==> config.mk <==
export PLATFORM = sky130hd
export DESIGN_NAME = muldiv_unit
export DESIGN_NICKNAME = d
export VERILOG_FILES = /design/src/rtl/muldiv_unit.sv
export SDC_FILE = /design/constraint.sdc
export NUM_CORES = 1
export LEC_CHECK = 0
export BUFFER_PORTS_ARGS = -buffer_cell sky130_fd_sc_hd__buf_2
export CORE_MARGIN = 8
export CORE_UTILIZATION = 40
export CTS_BUF_LIST = sky130_fd_sc_hd__clkbuf_16
export DETAILED_ROUTE_END_ITERATION = 12
export SYNTH_ARGS = -nofsm -noshare
export SYNTH_HDL_FRONTEND = slang
export SYNTH_SLANG_ARGS = --single-unit
==> constraint.sdc <==
create_clock -name clk -period 5.29 [get_ports clk]
set_input_delay 0.529 -clock clk [delete_from_list [all_inputs] [get_ports clk]]
set_output_delay 0.529 -clock clk [all_outputs]
set_load 0.005 [all_outputs]
==> src/rtl/muldiv_unit.sv <==
// Iterative RV32M-style multiply/divide unit: one bit per cycle shift-add
// multiply and restoring divide, with early-out for divide special cases.
module muldiv_unit #(
    parameter int XLEN  = 32,
    parameter int TAG_W = 5
) (
    input  logic             clk,
    input  logic             rst,
    input  logic             in_valid,
    output logic             in_ready,
    input  logic [2:0]       in_op,
    input  logic [XLEN-1:0]  in_a,
    input  logic [XLEN-1:0]  in_b,
    input  logic [TAG_W-1:0] in_tag,
    input  logic             kill,
    output logic             out_valid,
    input  logic             out_ready,
    output logic [XLEN-1:0]  out_result,
    output logic [TAG_W-1:0] out_tag
);

    localparam int CW = $clog2(XLEN);
    localparam logic [CW-1:0]   CNT_LAST = CW'(XLEN - 1);
    localparam logic [XLEN-1:0] XMIN     = {1'b1, {(XLEN-1){1'b0}}};

    localparam logic [2:0] OP_MUL    = 3'b000;
    localparam logic [2:0] OP_MULH   = 3'b001;
    localparam logic [2:0] OP_MULHSU = 3'b010;
    localparam logic [2:0] OP_MULHU  = 3'b011;
    localparam logic [2:0] OP_DIV    = 3'b100;
    localparam logic [2:0] OP_DIVU   = 3'b101;
    localparam logic [2:0] OP_REM    = 3'b110;
    localparam logic [2:0] OP_REMU   = 3'b111;

    typedef enum logic [1:0] {
        IDLE = 2'b00,
        CALC = 2'b01,
        DONE = 2'b10
    } state_t;

    state_t              state_r;
    state_t              state_nxt_s;

    logic [2:0]          op_r;
    logic [TAG_W-1:0]    tag_r;
    logic                qneg_r;
    logic                rneg_r;
    logic [XLEN-1:0]     hi_r;
    logic [XLEN-1:0]     lo_r;
    logic [XLEN-1:0]     mcand_r;
    logic [CW-1:0]       cnt_r;
    logic [XLEN-1:0]     res_r;
    logic [TAG_W-1:0]    otag_r;

    logic                accept_s;
    logic                last_s;
    logic                a_signed_s;
    logic                b_signed_s;
    logic                a_neg_s;
    logic                b_neg_s;
    logic [XLEN-1:0]     mag_a_s;
    logic [XLEN-1:0]     mag_b_s;
    logic                div_zero_s;
    logic                div_ovf_s;
    logic                early_s;
    logic [XLEN-1:0]     early_res_s;
    logic [XLEN:0]       sum_s;
    logic [XLEN:0]       trial_s;
    logic [XLEN-1:0]     hi_nxt_s;
    logic [XLEN-1:0]     lo_nxt_s;
    logic [2*XLEN-1:0]   prod_s;
    logic [XLEN-1:0]     quo_s;
    logic [XLEN-1:0]     rem_s;
    logic [XLEN-1:0]     final_s;

    assign in_ready   = (state_r == IDLE) && !kill;
    assign out_valid  = (state_r == DONE);
    assign out_result = res_r;
    assign out_tag    = otag_r;
    assign accept_s   = in_valid && in_ready;
    assign last_s     = (cnt_r == CNT_LAST);

    // Request decode: operand signedness, magnitudes and divide special cases.
    always_comb begin
        a_signed_s  = (in_op == OP_MULH) || (in_op == OP_MULHSU) ||
                      (in_op == OP_DIV)  || (in_op == OP_REM);
        b_signed_s  = (in_op == OP_MULH) || (in_op == OP_DIV) || (in_op == OP_REM);
        a_neg_s     = a_signed_s && in_a[XLEN-1];
        b_neg_s     = b_signed_s && in_b[XLEN-1];
        mag_a_s     = a_neg_s ? (~in_a + {{(XLEN-1){1'b0}}, 1'b1}) : in_a;
        mag_b_s     = b_neg_s ? (~in_b + {{(XLEN-1){1'b0}}, 1'b1}) : in_b;
        div_zero_s  = in_op[2] && (in_b == '0);
        div_ovf_s   = in_op[2] && !in_op[0] && (in_a == XMIN) && (in_b == '1);
        early_s     = div_zero_s || div_ovf_s;
        early_res_s = '0;
        if (div_zero_s) begin
            early_res_s = in_op[1] ? in_a : '1;
        end else if (div_ovf_s) begin
            early_res_s = in_op[1] ? '0 : XMIN;
        end else begin
            early_res_s = '0;
        end
    end

    // One iteration step; hi holds partial product / remainder, lo the multiplier / quotient.
    always_comb begin
        sum_s   = {1'b0, hi_r} + (lo_r[0] ? {1'b0, mcand_r} : {(XLEN+1){1'b0}});
        trial_s = {hi_r, lo_r[XLEN-1]};
        if (op_r[2]) begin
            if (trial_s >= {1'b0, mcand_r}) begin
                hi_nxt_s = trial_s[XLEN-1:0] - mcand_r;
                lo_nxt_s = {lo_r[XLEN-2:0], 1'b1};
            end else begin
                hi_nxt_s = trial_s[XLEN-1:0];
                lo_nxt_s = {lo_r[XLEN-2:0], 1'b0};
            end
        end else begin
            hi_nxt_s = sum_s[XLEN:1];
            lo_nxt_s = {sum_s[0], lo_r[XLEN-1:1]};
        end
    end

    // Sign fix-up and result selection from the final iteration step.
    always_comb begin
        prod_s  = qneg_r ? (~{hi_nxt_s, lo_nxt_s} + {{(2*XLEN-1){1'b0}}, 1'b1})
                         : {hi_nxt_s, lo_nxt_s};
        quo_s   = qneg_r ? (~lo_nxt_s + {{(XLEN-1){1'b0}}, 1'b1}) : lo_nxt_s;
        rem_s   = rneg_r ? (~hi_nxt_s + {{(XLEN-1){1'b0}}, 1'b1}) : hi_nxt_s;
        final_s = '0;
        case (op_r)
            OP_MUL:                        final_s = prod_s[XLEN-1:0];
            OP_MULH, OP_MULHSU, OP_MULHU:  final_s = prod_s[2*XLEN-1:XLEN];
            OP_DIV, OP_DIVU:               final_s = quo_s;
            OP_REM, OP_REMU:               final_s = rem_s;
            default:                       final_s = '0;
        endcase
    end

    // Next-state logic; kill wins over completion and over the output handshake.
    always_comb begin
        state_nxt_s = state_r;
        case (state_r)
            IDLE: begin
                if (accept_s) begin
                    state_nxt_s = early_s ? DONE : CALC;
                end else begin
                    state_nxt_s = IDLE;
                end
            end
            CALC: begin
                if (kill) begin
                    state_nxt_s = IDLE;
                end else if (last_s) begin
                    state_nxt_s = DONE;
                end else begin
                    state_nxt_s = CALC;
                end
            end
            DONE: begin
                if (kill || out_ready) begin
                    state_nxt_s = IDLE;
                end else begin
                    state_nxt_s = DONE;
                end
            end
            default: state_nxt_s = IDLE;
        endcase
    end

    // State register.
    always_ff @(posedge clk) begin
        if (rst) begin
            state_r <= IDLE;
        end else begin
            state_r <= state_nxt_s;
        end
    end

    // Datapath; result and tag registers are non-zero only while in DONE.
    always_ff @(posedge clk) begin
        if (rst) begin
            op_r    <= 3'b000;
            tag_r   <= '0;
            qneg_r  <= 1'b0;
            rneg_r  <= 1'b0;
            hi_r    <= '0;
            lo_r    <= '0;
            mcand_r <= '0;
            cnt_r   <= '0;
            res_r   <= '0;
            otag_r  <= '0;
        end else begin
            case (state_r)
                IDLE: begin
                    if (accept_s) begin
                        op_r   <= in_op;
                        tag_r  <= in_tag;
                        qneg_r <= a_neg_s ^ b_neg_s;
                        rneg_r <= a_neg_s;
                        hi_r   <= '0;
                        cnt_r  <= '0;
                        if (in_op[2]) begin
                            lo_r    <= mag_a_s;
                            mcand_r <= mag_b_s;
                        end else begin
                            lo_r    <= mag_b_s;
                            mcand_r <= mag_a_s;
                        end
                        if (early_s) begin
                            res_r  <= early_res_s;
                            otag_r <= in_tag;
                        end
                    end
                end
                CALC: begin
                    hi_r  <= hi_nxt_s;
                    lo_r  <= lo_nxt_s;
                    cnt_r <= cnt_r + 1'b1;
                    if (!kill && last_s) begin
                        res_r  <= final_s;
                        otag_r <= tag_r;
                    end
                end
                DONE: begin
                    if (kill || out_ready) begin
                        res_r  <= '0;
                        otag_r <= '0;
                    end
                end
                default: begin
                    res_r  <= '0;
                    otag_r <= '0;
                end
            endcase
        end
    end

endmodule

==> summary.md, run 1 <==
| Metric | Value |
|---|---|
| Number of global-route vias before repair | 18.4k |
| Clk slew on worst S/H paths | 70 ps |
| Die Wd | 219 microns |
| Max Cap Viol | 0 |
| Filler Cells Inserted | 4230 |
| GPL Wtd Cong | 1.02 |
| Fin nets | 2577 |
| Post-DRT Antenna Nets | 0 |
| Setup TNS | 0 ps |
| Placed inst area | 0.0179 sq mm |
| CP Cell Sequence | inv_1 > ha_1 > nand4_1 > a2111oi_4 > o21ai_2 > buf_4 > nand2_2 > a311oi_1 > buf_4 > nor3_2 > nand2_2 > o41ai_2 > xnor2_1 > a221oi_2 > o21ai_1 |
| Slew Limit Headroom | 0.176 |
| Top cell type's share of synthesized area | 0.183 |
| Yosys warns | 0 |
| Netlist Area Pre-Place | 0.0164 sq mm |
| # hold bufs at CTS | 0 |
| Endpoints failing setup | 0 |
| CTS buffer count | 17 |
| Final period utilization | 0.976 |
| Slowest stage delay, CP | 680 ps |
| CTS sink count | 150 |
| WHS | 308 ps |
| Area Overhead vs Synth | 12.9% |
| Total Wirelength | 78800 microns |
| Worst path buffer plus inverter count | 3 |
| Unrepaired setup endpoints after global routing | no |
| Cells after synthesis | 2343 |
| Max Freq | 194 MHz |
| GRT Total Usage | 0.320 |
| Power per cell area | 221 mW/mm^2 |
| CP required | 5640 ps |
| Worst setup SP type | flip-flop |
| CTS Root Buffer Type | clkbuf_16 |
| Outcome | complete, no violations |
| Final hold vios | 0 |
| Maximum clock path buffer count | 2 |
| Register area | 0.00301 sq mm |
| DR vias | 19.3k |
| Static Leak | 7.18 nW |
| Largest cells by area after synthesis | dfxtp_1, a21oi_1, nand2_1 |
| Peak supply drop | 0.000232 V |
| H-tree levels | 4 |
| Post-Place Cells | 2939 |
| Core Footprint | 0.0406 sq mm |
| Drt wl/cell | 26.5 microns |
| Fin crit period | around 5200 ps |
| Share of layout cells above drive strength 1 | 0.142 |
| CP max-delay cell | a2111oi_4 |
| TritonCTS clock tree | done |
| Crit path kind | flip-flop to flip-flop |
| Synth Register Bits | 150 |
| Synth cell types | 113 |
| Critical path peak fanout | 21 |
| Worst setup EP type | flip-flop |
| Post-Syn Area per Cell | 7.01 sq um |
| Synth cell count leaders | nand2_1, a21oi_1, nor2_1 |
| HPWL Detailed | between 60000 and 70000 microns |
| Area leader, netlist | dfxtp_1 |
| Most frequent cell after synthesis | nand2_1 |
| Vias per cell | between 6 and 7 |
| Non-filler cells, final | 2973 |
| Final Cell Area | 0.0185 sq mm |
| Port Buf Inserts | 115 |
| Io pins | 116 |
| Pin count of the biggest net entering global routing | 85 |
| Post-synth ARST share | 0 |
| Sequential fraction of the synthesis area | 0.183 |
| First-pass GRT wire length | roughly 120000 microns |
| Actual slew at the worst max-slew pin | roughly 1200 ps |
| Final clock skew | 18.6 ps |
| Number of synthesized flops with an enable pin | 0 |
| Multi-input logic area | 0.0125 sq mm |
| Full die area | roughly 0.048 sq mm |
| Std-Cell Rows | 74 |
| Hold crit path type | input pin to flip-flop |
| Final Max Tran Viols | 0 |
| Die height | approximately 220 microns |
| Critical Path AT | around 5500 ps |
| Drt pass-1 iters | 8 |
| Place WS | between 80 and 90 ps |
| Initial antenna violation count | 4 |
| CP delay by family, top | compound AO/OA/AOI/OAI gates |
| Fin worst setup slack | 128 ps |
| Initial Utilization | 0.404 |
| Syn_nets | 2492 |
| DR iter-0 viols | 2331 |
| DRC viols | 0 |
| Top FF cell, synth | dfxtp_1 |
| GR Overflow Total | 0 |
| Clock Latency Late Sink | 470 ps |
-- flip-flops by register name, indices dropped and copies added (netlist names), 2 cells and up --
| name | cells |
|---|---|
| cnt_r | 5 |
| hi_r | 32 |
| lo_r | 32 |
| mcand_r | 32 |
| op_r | 3 |
| out_result | 32 |
| out_tag | 5 |
| state_r | 2 |
| tag_r | 5 |
-- final cells by class --
cell class / count / area share
multi-input combinational: 1951 / 0.676
sequential: 150 / 0.162
timing repair buffer: 234 / 0.0802
tap: 532 / 0.0359
clock buffer: 17 / 0.0229
inverter: 74 / 0.0150
clock inverter: 14 / 0.00756
antenna: 1 / 0.000135
-- through the flow --
step	util	total power [mW]
3_5_place_dp	0.441	2.81
2_1_floorplan	-	2.22
6_report	0.456	4.10
4_1_cts	0.455	4.04
5_1_grt	0.456	4.24
3_3_place_gp	0.441	2.80
-- kinds of logic (layout without fill, tap and decap cells) --
| logic type | Yosys count | after routing | synth area share |
|---|---|---|---|
| multiplexers | 44 | 44 | 0.0278 |
| AO/OA/AOI/OAI | 812 | 812 | 0.330 |
| adder cells (fa/ha/maj) | 72 | 72 | 0.0558 |
| buffers and inverters | 242 | 339 | 0.0576 |
| AND/OR/NAND/NOR | 833 | 833 | 0.245 |
| other | 0 | 1 | 0 |
| flip-flops | 150 | 150 | 0.183 |
| XOR/XNOR | 190 | 190 | 0.101 |
-- per-layer routing --
layer | GRT usage | wire length (microns) | up-vias
li1 | - | - | 8817
met1 | 0.414 | 32700 | 9239
met2 | 0.509 | 35400 | 1052
met3 | 0.0644 | 6680 | 222
met4 | 0.144 | 3970 | 8
met5 | 0 | 55 | -
-- what timing repair did --
action	4_1_cts	5_1_grt
resized for setup	0	6
endpoints found under the setup margin	0	14
endpoints found under the hold margin	0	0
setup buffers	0	2
-- worst register-to-register path, stage by stage (launching register included) --
cell and delay, ps:
dfxtp_1 410, inv_1 70, ha_1 560, nand4_1 430
a2111oi_4 680, o21ai_2 130, buf_4 250, nand2_2 320
a311oi_1 230, buf_4 240, nor3_2 400, nand2_2 320
o41ai_2 440, xnor2_1 130, a221oi_2 360, o21ai_1 100
-- path summary, 6_finish.rpt --
check / from / end / depth (start not counted) / slack (ps)
worst max-delay path: mcand_r[24] / out_result[22] / 15 / 130
worst min-delay path: in_tag[3] / tag_r[3] / 3 / 310
worst max register to register: mcand_r[24] / out_result[22] / 15 / 130
worst min register to register: tag_r[2] / tag_r[2] / 2 / 460
-- cell usage in the layout, fill, tap and decap left out, types with 16 or more instances in the layout --
master	count
o21ai_1	16
clkbuf_16	17
nor4_1	22
buf_2	114
nand3_1	66
o21a_1	18
nor3_1	53
a211oi_1	33
dfxtp_1	148
a221oi_1	28
nor2_1	202
a21oi_1	230
buf_4	118
or3_1	26
o31ai_1	33
inv_1	75
o21ai_0	149
xnor2_1	98
nand4_1	34
xor2_1	91
a31oi_1	46
and2_1	42
ha_1	70
nand2_1	269
o211ai_1	61
nand2b_1	20
a21o_1	21
mux2i_1	31
-- power by group --
| part | switching, mW | internal (mW) | leakage [nW] |
|---|---|---|---|
| combinational | 1.07 | 0.542 | 5.69 |
| clock | 0.564 | 0.687 | 0.267 |
| sequential | 0.0608 | 1.17 | 1.22 |
Power figures use the tool's default switching activity.
==> run 2, diff against run 1 <==
ABC_AREA = 1   (was not set)
clock period = 5.7 ns   (was 5.29 ns; I/O delays follow)
==> run 2 against run 1 <==
Compared with the run above:
- synthesized area is 11% higher
- wire length is 6.3% higher
- die area is 10% higher
- fmax is 5.1% higher
- sequential share of layout area is 1.1 points lower
- global-route usage is 1.3 points lower
- non-clock buffer count is 91 lower
==> summary.md, run 2 <==
| Metric | Value |
|---|---|
| # diodes | 0 |
| Initial antenna violation count | 0 |
| Final clock skew | roughly 17 ps |
| Register area | roughly 0.003 sq mm |
| Number of global-route vias before repair | 20.4k |
| Worst R2R End | out_result[22] |
| Port Buf Inserts | 115 |
| Critical path peak fanout | 5 |
| GR Overflow Total | 0 |
| Fin worst setup slack | 786 ps |
| Multi-input logic area | 0.0129 sq mm |
| Final Max Tran Viols | 0 |
| Number of synthesized flops with an enable pin | 0 |
| Initial Utilization | 0.404 |
| Share of layout cells above drive strength 1 | 0.0937 |
| CP dominant cell by count | nand2_1 |
| CP delay by family, top | simple AND/OR/NAND/NOR gates |
| Most frequent cell after synthesis | nand2_1 |
| Io pins | approximately 120 |
| Filler Cells Inserted | 5125 |
| H-tree levels | 4 |
| First-pass GRT wire length | 125000 microns |
| Post-Place Cells | roughly 4k |
| Fin nets | 3466 |
| Area Overhead vs Synth | 8.80% |
| CTS buffer count | 17 |
| Setup TNS | 0 ps |
| Non-filler cells, final | 3930 |
| Max Freq | 204 MHz |
| Total Wirelength | roughly 84000 microns |
| Place WS | 932 ps |
| Clock Latency Late Sink | 480 ps |
| Pin count of the biggest net entering global routing | between 80 and 90 |
| Synth cell types | 64 |
| Maximum clock path buffer count | 2 |
| Full die area | ~0.053 sq mm |
| Post-synth ARST share | 0 |
| GRT Total Usage | 0.307 |
| DR iter-0 viols | 2612 |
| Uppermost routed layer | met4 |
| Finished Core Util | 0.440 |
| Worst Reg-to-Reg Cells | 33 |
| Met3 WL | 6520 microns |
| WHS | approximately 350 ps |
| Netlist Area Pre-Place | 0.0183 sq mm |
| Vias per cell | 5.55 |
| Synth Register Bits | 150 |
| Endpoints failing setup | 0 |
| Post-CTS Setup Bufs | 0 |
| Post-DRT Antenna Nets | 0 |
| Top cell type's share of synthesized area | 0.216 |
| Top FF cell, synth | dfxtp_1 |
| Worst path buffer plus inverter count | 3 |
| WHS Endpoint | tag_r[0] |
| Total power | 4.43 mW |
| Max Cap Viol | 0 |
| Critical Path AT | 5240 ps |
| Synth cell count leaders | nand2_1, inv_1, nor2_1 |
| Placed inst area | 0.0192 sq mm |
| Wl on met1 | 34900 microns |
| Worst setup SP type | flip-flop |
| Worst setup EP type | flip-flop |
| Most frequent cells in the layout | nand2_1, inv_1, nor2_1 |
| Largest cells by area after synthesis | nand2_1, dfxtp_1, inv_1 |
| TritonCTS clock tree | done |
| Post-Syn Area per Cell | 5.57 sq um |
| WHS Path Cells | 3 |
| Slowest stage delay, CP | about 500 ps |
| DR vias | 21.8k |
| DRC viols | 0 |
| GPL Wtd Cong | 1.03 |
| Commonest non-fill, non-tap cell in the layout | nand2_1 |
| Area leader, netlist | nand2_1 |
| # hold bufs at CTS | 0 |
| R2R Setup Slk | 790 ps |
| Drt pass-1 iters | 6 |
| Post-CTS resize count | 0 |
| Crit path kind | flip-flop to flip-flop |
| Min-delay src | in_tag[0] |
| Met2 wire length | about 37000 microns |
| Final hold vios | 0 |
| CTS sink count | 150 |
| HPWL Detailed | 67000 microns |
| Sequential fraction of the synthesis area | 0.164 |
| Final period utilization | 0.862 |
| Static Leak | 10.3 nW |
| Syn_nets | between 3k and 4k |
| Die Wd | 230 microns |
| CP required | 6030 ps |
| Unrepaired setup endpoints after global routing | no |
| Outcome | complete, no violations |
| Slew Limit Headroom | 0.298 |
| Die height | 230 microns |
| Fin crit period | between 4000 and 5000 ps |
| Yosys warns | 0 |
| Drt wl/cell | 21.3 microns |
| Core Footprint | 0.0452 sq mm |
| Std-Cell Rows | 78 |
| Clk slew on worst S/H paths | 70 ps |
| Power per cell area | about 220 mW/mm^2 |
| Peak supply drop | ~0.00024 V |
| Reg-to-Reg Start | mcand_r[20] |
| CTS Root Buffer Type | clkbuf_16 |
| CP max-delay cell | dfxtp_1 |
| Final Cell Area | just under 0.02 sq mm |
| Cells after synthesis | 3280 |
| Actual slew at the worst max-slew pin | 1050 ps |
| Hold crit path type | input pin to flip-flop |
run 2: layout make-up:
class | instances | share of cell area
timing repair buffer | 143 | 0.0395
clock buffer | 17 | 0.0214
tap | 600 | 0.0378
sequential | 150 | 0.151
multi-input combinational | 2516 | 0.647
inverter | 489 | 0.0924
clock inverter | 15 | 0.0101
run 2: logic make-up after synthesis:
group           Yosys count  synth area share
flops                   150             0.164
fa+ha+maj                72            0.0501
simple gates           1821             0.435
buf+inv                 614             0.133
xor+xnor                115            0.0551
compound gates          508             0.162
run 2: worst reg2reg max path: cells and delay by family (launching register included):
kind,cells,cell delay [ps]
simple gates,26,3310
fa+ha+maj,2,580
compound gates,2,150
buf+inv,3,210
flops,1,500
run 2: how the worst max path moves through the flow:
| stage | start | cells after the start | slack, ps | end |
|---|---|---|---|---|
| 2_1_floorplan | mcand_r[8] | 33 | 2100 | out_result[18] |
| 3_3_place_gp | mcand_r[20] | 31 | 980 | out_result[14] |
| 3_5_place_dp | mcand_r[12] | 32 | 930 | out_result[18] |
| 4_1_cts | mcand_r[12] | 33 | 900 | out_result[14] |
| 5_1_grt | lo_r[0] | 30 | 250 | out_result[22] |
| 6_report | mcand_r[20] | 33 | 790 | out_result[22] |
run 2: power by group:
group          total, mW  switching, mW  leakage, nW  internal, mW
Combinational       2.00           1.45         8.77         0.553
Clock               1.27          0.538        0.301         0.735
Sequential          1.16         0.0580         1.22          1.10
Total               4.43           2.04         10.3          2.38
run 2: layer usage:
| layer | GRT usage | up-vias |
|---|---|---|
| met4 | 0.195 | 0 |
| met2 | 0.477 | 1116 |
| met1 | 0.397 | 9859 |
| met5 | 0 | - |
| met3 | 0.0417 | 217 |
| li1 | - | 10600 |
